[src/rtl/mc_controller_if.sv]
// ---------------------------------------------------------------------------
// mc_controller_if
//   Bundle between the multicycle control unit and the RV32I datapath.
//   master : the controller side (consumes opcode/flags, drives controls).
//   slave  : the datapath side (drives opcode/flags, consumes controls).
//   Datapath -> controller : op, funct3, Zero, mem_ready
//   Controller -> datapath : PCWrite, AdrSrc, MemWrite, IRWrite, RegWrite,
//                            ResultSrc, ALUSrcA, ALUSrcB, ALUOp, ImmSrc,
//                            Illegal, state (debug)
// ---------------------------------------------------------------------------
interface mc_controller_if;
    logic [6:0] op;
    logic [2:0] funct3;
    logic       Zero;
    logic       mem_ready;

    logic       PCWrite;
    logic       AdrSrc;
    logic       MemWrite;
    logic       IRWrite;
    logic       RegWrite;
    logic [1:0] ResultSrc;
    logic [1:0] ALUSrcA;
    logic [1:0] ALUSrcB;
    logic [1:0] ALUOp;
    logic [2:0] ImmSrc;
    logic       Illegal;
    logic [3:0] state;

    modport master (
        input  op, funct3, Zero, mem_ready,
        output PCWrite, AdrSrc, MemWrite, IRWrite, RegWrite, ResultSrc,
               ALUSrcA, ALUSrcB, ALUOp, ImmSrc, Illegal, state
    );

    modport slave (
        output op, funct3, Zero, mem_ready,
        input  PCWrite, AdrSrc, MemWrite, IRWrite, RegWrite, ResultSrc,
               ALUSrcA, ALUSrcB, ALUOp, ImmSrc, Illegal, state
    );
endinterface

[src/rtl/mc_controller.sv]
// ---------------------------------------------------------------------------
// mc_controller
//   Moore control FSM for a multicycle RV32I core with a shared ALU and a
//   unified instruction/data memory.
//   Parameters:
//     WAIT_MEM      : 1 = memory states wait for mem_ready, 0 = never wait
//     SUPPORT_UPPER : 1 = lui/auipc decoded, 0 = they are illegal
//   Ports:
//     clk     : rising-edge clock
//     reset_n : asynchronous active-low reset
//     bus     : mc_controller_if.master (opcode/flags in, controls out)
// ---------------------------------------------------------------------------
module mc_controller #(
    parameter bit WAIT_MEM      = 1'b1,
    parameter bit SUPPORT_UPPER = 1'b1
) (
    input  logic            clk,
    input  logic            reset_n,
    mc_controller_if.master bus
);
    // Encodings are exported on bus.state and must stay 0..13 in this order.
    typedef enum logic [3:0] {
        FETCH    = 4'd0,
        DECODE   = 4'd1,
        MEMADR   = 4'd2,
        MEMREAD  = 4'd3,
        MEMWB    = 4'd4,
        MEMWRITE = 4'd5,
        EXECR    = 4'd6,
        EXECI    = 4'd7,
        ALUWB    = 4'd8,
        BRANCH   = 4'd9,
        JALR     = 4'd10,
        JAL      = 4'd11,
        UPPER    = 4'd12,
        ILLEGAL  = 4'd13
    } state_t;

    localparam logic [6:0] OP_LOAD   = 7'b0000011;
    localparam logic [6:0] OP_STORE  = 7'b0100011;
    localparam logic [6:0] OP_RTYPE  = 7'b0110011;
    localparam logic [6:0] OP_IALU   = 7'b0010011;
    localparam logic [6:0] OP_BRANCH = 7'b1100011;
    localparam logic [6:0] OP_JAL    = 7'b1101111;
    localparam logic [6:0] OP_JALR   = 7'b1100111;
    localparam logic [6:0] OP_LUI    = 7'b0110111;
    localparam logic [6:0] OP_AUIPC  = 7'b0010111;

    state_t     state_q, state_d;
    logic       rdy;
    logic       taken;
    logic       pc_update, branch, adr_src, mem_write, ir_write, reg_write, illegal;
    logic [1:0] result_src, alu_src_a, alu_src_b, alu_op;

    assign rdy = WAIT_MEM ? bus.mem_ready : 1'b1;

    // NOTE: sequential state uses non-blocking assignment so every register
    // samples pre-edge values regardless of process ordering.
    always_ff @(posedge clk or negedge reset_n) begin
        if (!reset_n) state_q <= FETCH;
        else          state_q <= state_d;
    end

    // NOTE: every output of this block gets a default first, so no path
    // through the case leaves a signal unassigned and no latch is inferred.
    always_comb begin
        state_d    = FETCH;
        pc_update  = 1'b0;
        branch     = 1'b0;
        adr_src    = 1'b0;
        mem_write  = 1'b0;
        ir_write   = 1'b0;
        reg_write  = 1'b0;
        illegal    = 1'b0;
        result_src = 2'b00;
        alu_src_a  = 2'b00;
        alu_src_b  = 2'b00;
        alu_op     = 2'b00;
        case (state_q)
            FETCH: begin
                // PC+4 computed on the ALU and written straight to PC.
                alu_src_b  = 2'b10;
                result_src = 2'b10;
                ir_write   = rdy;
                pc_update  = rdy;
                state_d    = rdy ? DECODE : FETCH;
            end
            DECODE: begin
                // OldPC+imm precomputed into ALUOut for branches and jal.
                alu_src_a = 2'b01;
                alu_src_b = 2'b01;
                case (bus.op)
                    OP_LOAD, OP_STORE: state_d = MEMADR;
                    OP_RTYPE:          state_d = EXECR;
                    OP_IALU:           state_d = EXECI;
                    OP_BRANCH:         state_d = BRANCH;
                    OP_JAL:            state_d = JAL;
                    OP_JALR:           state_d = JALR;
                    OP_LUI, OP_AUIPC:  state_d = SUPPORT_UPPER ? UPPER : ILLEGAL;
                    default:           state_d = ILLEGAL;
                endcase
            end
            MEMADR: begin
                alu_src_a = 2'b10;
                alu_src_b = 2'b01;
                state_d   = (bus.op == OP_LOAD) ? MEMREAD : MEMWRITE;
            end
            MEMREAD: begin
                adr_src = 1'b1;
                state_d = rdy ? MEMWB : MEMREAD;
            end
            MEMWB: begin
                result_src = 2'b01;
                reg_write  = 1'b1;
                state_d    = FETCH;
            end
            MEMWRITE: begin
                adr_src   = 1'b1;
                mem_write = 1'b1;
                state_d   = rdy ? FETCH : MEMWRITE;
            end
            EXECR: begin
                alu_src_a = 2'b10;
                alu_op    = 2'b10;
                state_d   = ALUWB;
            end
            EXECI: begin
                alu_src_a = 2'b10;
                alu_src_b = 2'b01;
                alu_op    = 2'b10;
                state_d   = ALUWB;
            end
            ALUWB: begin
                reg_write = 1'b1;
                state_d   = FETCH;
            end
            BRANCH: begin
                alu_src_a = 2'b10;
                alu_op    = 2'b01;
                branch    = 1'b1;
                state_d   = FETCH;
            end
            JALR: begin
                // rs1+imm replaces the DECODE target held in ALUOut.
                alu_src_a = 2'b10;
                alu_src_b = 2'b01;
                state_d   = JAL;
            end
            JAL: begin
                // PC <- ALUOut while the ALU forms OldPC+4 for the link write.
                alu_src_a = 2'b01;
                alu_src_b = 2'b10;
                pc_update = 1'b1;
                state_d   = ALUWB;
            end
            UPPER: begin
                alu_src_a = (bus.op == OP_LUI) ? 2'b11 : 2'b01;
                alu_src_b = 2'b01;
                state_d   = ALUWB;
            end
            default: begin
                // ILLEGAL and the unreachable encodings 14/15.
                illegal = 1'b1;
                state_d = FETCH;
            end
        endcase
    end

    always_comb begin
        case (bus.funct3)
            3'b000:  taken = bus.Zero;
            3'b001:  taken = ~bus.Zero;
            default: taken = 1'b0;
        endcase
    end

    always_comb begin
        case (bus.op)
            OP_STORE:         bus.ImmSrc = 3'b001;
            OP_BRANCH:        bus.ImmSrc = 3'b010;
            OP_JAL:           bus.ImmSrc = 3'b011;
            OP_LUI, OP_AUIPC: bus.ImmSrc = 3'b100;
            default:          bus.ImmSrc = 3'b000;
        endcase
    end

    // NOTE: reset forces state to FETCH, whose decode would otherwise raise
    // IRWrite/PCWrite; gating the strobes with reset_n keeps them quiet.
    assign bus.PCWrite   = reset_n & (pc_update | (branch & taken));
    assign bus.IRWrite   = reset_n & ir_write;
    assign bus.RegWrite  = reset_n & reg_write;
    assign bus.MemWrite  = reset_n & mem_write;
    assign bus.Illegal   = reset_n & illegal;
    assign bus.AdrSrc    = adr_src;
    assign bus.ResultSrc = result_src;
    assign bus.ALUSrcA   = alu_src_a;
    assign bus.ALUSrcB   = alu_src_b;
    assign bus.ALUOp     = alu_op;
    assign bus.state     = state_q;
endmodule

[src/flat_wrapper.sv]
// flat-port wrapper written by rule: the top's interface ports become plain ports
module mc_controller_flat 
#(
    parameter bit WAIT_MEM      = 1'b1,
    parameter bit SUPPORT_UPPER = 1'b1
)
  (clk, reset_n, bus_op, bus_funct3, bus_Zero, bus_mem_ready, bus_PCWrite, bus_AdrSrc, bus_MemWrite, bus_IRWrite, bus_RegWrite, bus_ResultSrc, bus_ALUSrcA, bus_ALUSrcB, bus_ALUOp, bus_ImmSrc, bus_Illegal, bus_state);
  mc_controller_if bus_i ();
  input  logic clk;
  input  logic reset_n;
  input wire logic [$bits(bus_i.op)-1:0] bus_op;
  input wire logic [$bits(bus_i.funct3)-1:0] bus_funct3;
  input wire logic [$bits(bus_i.Zero)-1:0] bus_Zero;
  input wire logic [$bits(bus_i.mem_ready)-1:0] bus_mem_ready;
  output wire logic [$bits(bus_i.PCWrite)-1:0] bus_PCWrite;
  output wire logic [$bits(bus_i.AdrSrc)-1:0] bus_AdrSrc;
  output wire logic [$bits(bus_i.MemWrite)-1:0] bus_MemWrite;
  output wire logic [$bits(bus_i.IRWrite)-1:0] bus_IRWrite;
  output wire logic [$bits(bus_i.RegWrite)-1:0] bus_RegWrite;
  output wire logic [$bits(bus_i.ResultSrc)-1:0] bus_ResultSrc;
  output wire logic [$bits(bus_i.ALUSrcA)-1:0] bus_ALUSrcA;
  output wire logic [$bits(bus_i.ALUSrcB)-1:0] bus_ALUSrcB;
  output wire logic [$bits(bus_i.ALUOp)-1:0] bus_ALUOp;
  output wire logic [$bits(bus_i.ImmSrc)-1:0] bus_ImmSrc;
  output wire logic [$bits(bus_i.Illegal)-1:0] bus_Illegal;
  output wire logic [$bits(bus_i.state)-1:0] bus_state;
  assign bus_i.op = bus_op;
  assign bus_i.funct3 = bus_funct3;
  assign bus_i.Zero = bus_Zero;
  assign bus_i.mem_ready = bus_mem_ready;
  assign bus_PCWrite = bus_i.PCWrite;
  assign bus_AdrSrc = bus_i.AdrSrc;
  assign bus_MemWrite = bus_i.MemWrite;
  assign bus_IRWrite = bus_i.IRWrite;
  assign bus_RegWrite = bus_i.RegWrite;
  assign bus_ResultSrc = bus_i.ResultSrc;
  assign bus_ALUSrcA = bus_i.ALUSrcA;
  assign bus_ALUSrcB = bus_i.ALUSrcB;
  assign bus_ALUOp = bus_i.ALUOp;
  assign bus_ImmSrc = bus_i.ImmSrc;
  assign bus_Illegal = bus_i.Illegal;
  assign bus_state = bus_i.state;
  mc_controller #(.WAIT_MEM(WAIT_MEM), .SUPPORT_UPPER(SUPPORT_UPPER)) u_core (.clk(clk), .reset_n(reset_n), .bus(bus_i));
endmodule
[config.mk]
export PLATFORM = sky130hd
export DESIGN_NAME = mc_controller_flat
export DESIGN_NICKNAME = d
export VERILOG_FILES = /design/src/rtl/mc_controller_if.sv /design/src/rtl/mc_controller.sv /design/src/flat_wrapper.sv
export SDC_FILE = /design/constraint.sdc
export NUM_CORES = 1
export LEC_CHECK = 0
export CORE_MARGIN = 3
export CORE_UTILIZATION = 37
export CTS_CLUSTER_DIAMETER = 80
export CTS_CLUSTER_SIZE = 25
export DETAILED_ROUTE_END_ITERATION = 10
export PLACE_DENSITY = 0.74
export SYNTH_ARGS = -nofsm -noshare
export SYNTH_HDL_FRONTEND = slang
export SYNTH_SLANG_ARGS = --single-unit
[constraint.sdc]
create_clock -name clk -period 1.9 [get_ports clk]
set_clock_uncertainty 0.05 [all_clocks]
set_input_delay 0.38 -clock clk [delete_from_list [all_inputs] [get_ports clk]]
set_output_delay 0.38 -clock clk [all_outputs]
set_load 0.1 [all_outputs]
==> reports/summary.txt, run 1 <==
CTS Root Cell: clkbuf_4
sequential cell area fraction in the yosys report: 13.86%
DP Area: 0.001573 mm^2
synth unique cells: 42
fraction of registers with async set/reset: 100.0%
Fail Step: clock tree synthesis
Top FF cell, synth: dfrtp_1
Setup Buffers After CTS: 16
Mapped Cells: 97
Initial Utilization: 40.49%
GP Congestion: 0.8884
synthesis-stage register bit count: 4
average cell area after synthesis: 7.443 um^2
chip width: 50.17 um
CTS Buf Count: 3
placed wire-length estimate: 2198 um
synth warn: 0
# port buffers: 34
top-area cell type share of the netlist area: 13.86%
Clock Path Buffers: 2
Post-Syn Area: 721.9 um^2
Hold Buf Count CTS: 0
Die H: 50.17 um
H-tree levels: 1
most common cell in the synthesized netlist: nand2_1
syn nets: 111
DP Worst Slack: -0.4092 ns
number of synthesized flops with an enable pin: 0
post-CTS sizing: 48
clock sinks: 4
status: stopped before the end
area leader, netlist: dfrtp_1
Error: [ERROR DPL-0038] Utilization greater than 100%, impossible to legalize
# rows: 15
top post-synthesis cells by area: dfrtp_1, nand2_1, nand2b_1
Commonest cells post-synth: nand2_1, a21oi_1, buf_2
Top-Level Pins: 35
per-stage QoR:
stage | std cells | setup TNS (ns) | hold WS, ns
floorplan | 97 | -4.544 | 0.03441
global placement | 170 | -1.542 | 0.7031
detailed placement | 170 | -1.980 | 0.7153
cell families after synthesis:
kind of cell	after synthesis	synth area share, %
xor gates and xnor gates	4	4.854
DFF	4	13.87
and+or+nand+nor	52	44.02
muxes	1	2.079
buffers and inverters	10	8.491
AOI/OAI and AO/OA	26	26.69
==> run 2: changes to the inputs <==
--- a/config.mk
+++ b/config.mk
@@ -5,12 +5,10 @@
 export SDC_FILE = /design/constraint.sdc
 export NUM_CORES = 1
 export LEC_CHECK = 0
-export CORE_MARGIN = 3
-export CORE_UTILIZATION = 37
-export CTS_CLUSTER_DIAMETER = 80
-export CTS_CLUSTER_SIZE = 25
+export CORE_AREA = 3 3 64 66
 export DETAILED_ROUTE_END_ITERATION = 10
-export PLACE_DENSITY = 0.74
+export DIE_AREA = 0 0 67 69
+export PLACE_DENSITY_LB_ADDON = 0.15
 export SYNTH_ARGS = -nofsm -noshare
 export SYNTH_HDL_FRONTEND = slang
 export SYNTH_SLANG_ARGS = --single-unit
==> run 2 against run 1 <==
The flow now finishes, with violations (negative setup slack). Synthesized area stayed put. Synthesized cell count unchanged.
==> reports/summary.txt, run 2 <==
Finished Core Util: 51.86%
PwrDens: 1663 mW/mm^2
fin nets: 180
DIE AREA: 0.004623 mm^2
largest family of logic cells by synthesized area: simple AND/OR/NAND/NOR gates
WL met2: 1547 um
Final setup viols: 4
status: finished with violations
Hold Buf Count CTS: 0
crit path launch type: flop
Finished Layout Cells: 212
Max IR drop VDD: 534.4 uV
drt first-iter violations: 35
CTS Buf Count: 3
RSZ-0062 raised after global routing: yes
Die H: 69 um
Mapped Cells: 97
CP Max Fanout: 7
Initial Utilization: 19.87%
max FFs per register: 4
dpl cells: 196
DP Worst Slack: -0.4111 ns
Crit Path Class: reg -> out
top post-synthesis cells by area: dfrtp_1, nand2_1, nand2b_1
simple logic cell fraction of the synthesized area: 44.02%
GP Congestion: 0.7959
area share of fa/ha/maj cells after synthesis: 0%
fraction of registers with async set/reset: 100.0%
CP Data Arrival Time: 1.53 ns
Slowest Stage Delay on Critical Path: 0.52 ns
final WL: 2944 um
Slew Limit Headroom: 71.02%
Critical Path RT: 1.47 ns
worst slew pin tran: 0.4292 ns
# port buffers: 34
synthesis-to-finish area growth: 161.0%
Tot Pwr: 3.133 mW
synth warn: 0
CP top delay family: flip-flops
top-area cell type share of the netlist area: 13.86%
initial antenna violation count: 0
most frequent cells in the layout: buf_4, buf_12, buf_6, nand2_1, dlygate4sd2_1
# fillers: 340
CP endpoint kind: output pin
Top-Level Pins: 35
violated checks: negative setup slack
Reg clk slew, reported paths: 0.03 ns
area leader, netlist: dfrtp_1
# rows: 22
layout cells sized above 1: 67.07%
DRT antenna net count: 0
Commonest cells post-synth: nand2_1, a21oi_1, buf_2
leakage: 0.7424 nW
CTS tree: done
CP Buf/Inv Count: 1
crit-path cells: or3_4, a21oi_4, buf_12
most common cell in the synthesized netlist: nand2_1
clk_lat worst skew: 0.22 ns
pin count of the biggest net entering global routing: 16
fin worst setup slack: -0.06037 ns
Vias/cell: 4.646
vias in the first global route: 1,011
Hold/Removal Path Class: in -> async
Synth Area in Compound Gates: 26.69%
sequential cell area fraction in the yosys report: 13.86%
number of max-cap violations: 0
syn nets: 111
xor and xnor area share after synthesis: 4.853%
total global-route track usage: 12.79%
# diodes: 0
grt ovf: 0
synth unique cells: 42
chip width: 67 um
H-tree levels: 1
average cell area after synthesis: 7.443 um^2
fin crit share: 103.2%
first-pass GRT wire length: 4719 um
number of synthesized flops with an enable pin: 0
clock sinks: 4
Max Slew Vio Count: 0
mux cell area share after synthesis: 2.080%
Post-Syn Area: 721.9 um^2
placed wire-length estimate: 2086 um
DR vias: 985
WL met3: 177 um
Top Metal Used: met4
Max Clk Rate: 0.5101 GHz
Clock Path Buffers: 2
Slowest cell on crit path: dfrtp_4
setup_tns: -0.08892 ns
DR WL/cell: 13.89 um
TritonRoute pass-1 iters: 4
DRC viols: 0
metal1 wirelength: 1180 um
minimum clock period: 1.960 ns
synthesis-stage register bit count: 4
Top FF cell, synth: dfrtp_1
commonest non-fill, non-tap cell in the layout: buf_4
CORE AREA: 0.003633 mm^2
final hold violation count: 0
CTS Root Cell: clkbuf_8
-- run 2: cell counts after synthesis --
Identical to the previous run, type by type.
-- run 2: final cells by class --
type | instances | area [um^2] | share of cell area (%)
Clock buffer | 3 | 41.29 | 2.191
Inverter | 1 | 7.507 | 0.3984
Multi-Input combinational cell | 83 | 802.0 | 42.56
Sequential cell | 4 | 112.6 | 5.976
Tap cell | 48 | 60.06 | 3.187
Timing Repair Buffer | 73 | 860.8 | 45.68
-- run 2: power breakdown --
group | switching [mW] | total (mW) | internal, mW
Sequential | 0.0955 | 0.233 | 0.137
Clock | 0.0469 | 0.182 | 0.135
Combinational | 1.62 | 2.72 | 1.09
Total | 1.77 | 3.13 | 1.37
-- run 2: path summary, 6_finish.rpt --
| kind | startpoint | endpoint | slack, ns | cells after the start |
|---|---|---|---|---|
| max | u_core.bus.state[0] | bus_ALUSrcB[1] | -0.06 | 3 |
| min | reset_n | u_core.bus.state[2] | 0.11 | 1 |
| max reg2reg | u_core.bus.state[2] | u_core.bus.state[0] | 0.27 | 4 |
| min reg2reg | u_core.bus.state[1] | u_core.bus.state[3] | 0.67 | 2 |
| max in group asynchronous | reset_n | u_core.bus.state[3] | 1.32 | 2 |
| min in group clk | u_core.bus.state[1] | u_core.bus.state[3] | 0.67 | 2 |
-- run 2: what timing repair did --
action	CTS	global route
pin swaps	16	10
setup endpoints to repair	13	10
setup buffers	12	2
cloned	0	0
gates resized for setup	40	16
-- run 2: routing by layer --
metal / GRT usage, % / vias to the layer above
li1: - / 497
met1: 14.64 / 447
met2: 23.03 / 37
met3: 1.466 / 4
met4: 5.405 / 0
met5: 0 / -
-- run 2: kinds of logic after synthesis --
family | after synthesis
and+or+nand+nor | 52
DFF | 4
xor gates and xnor gates | 4
buffers and inverters | 10
muxes | 1
AOI/OAI and AO/OA | 26
-- run 2: stage by stage --
stage | instance area (um^2) | hold slack (ns)
floorplan | 909.6 | 0.03441
global placement | 1624 | 0.6015
detailed placement | 1624 | 0.5997
CTS | 1814 | 0.1032
global route | 1884 | 0.1115
finish | 1884 | 0.1077
Power figures use the tool's default switching activity.
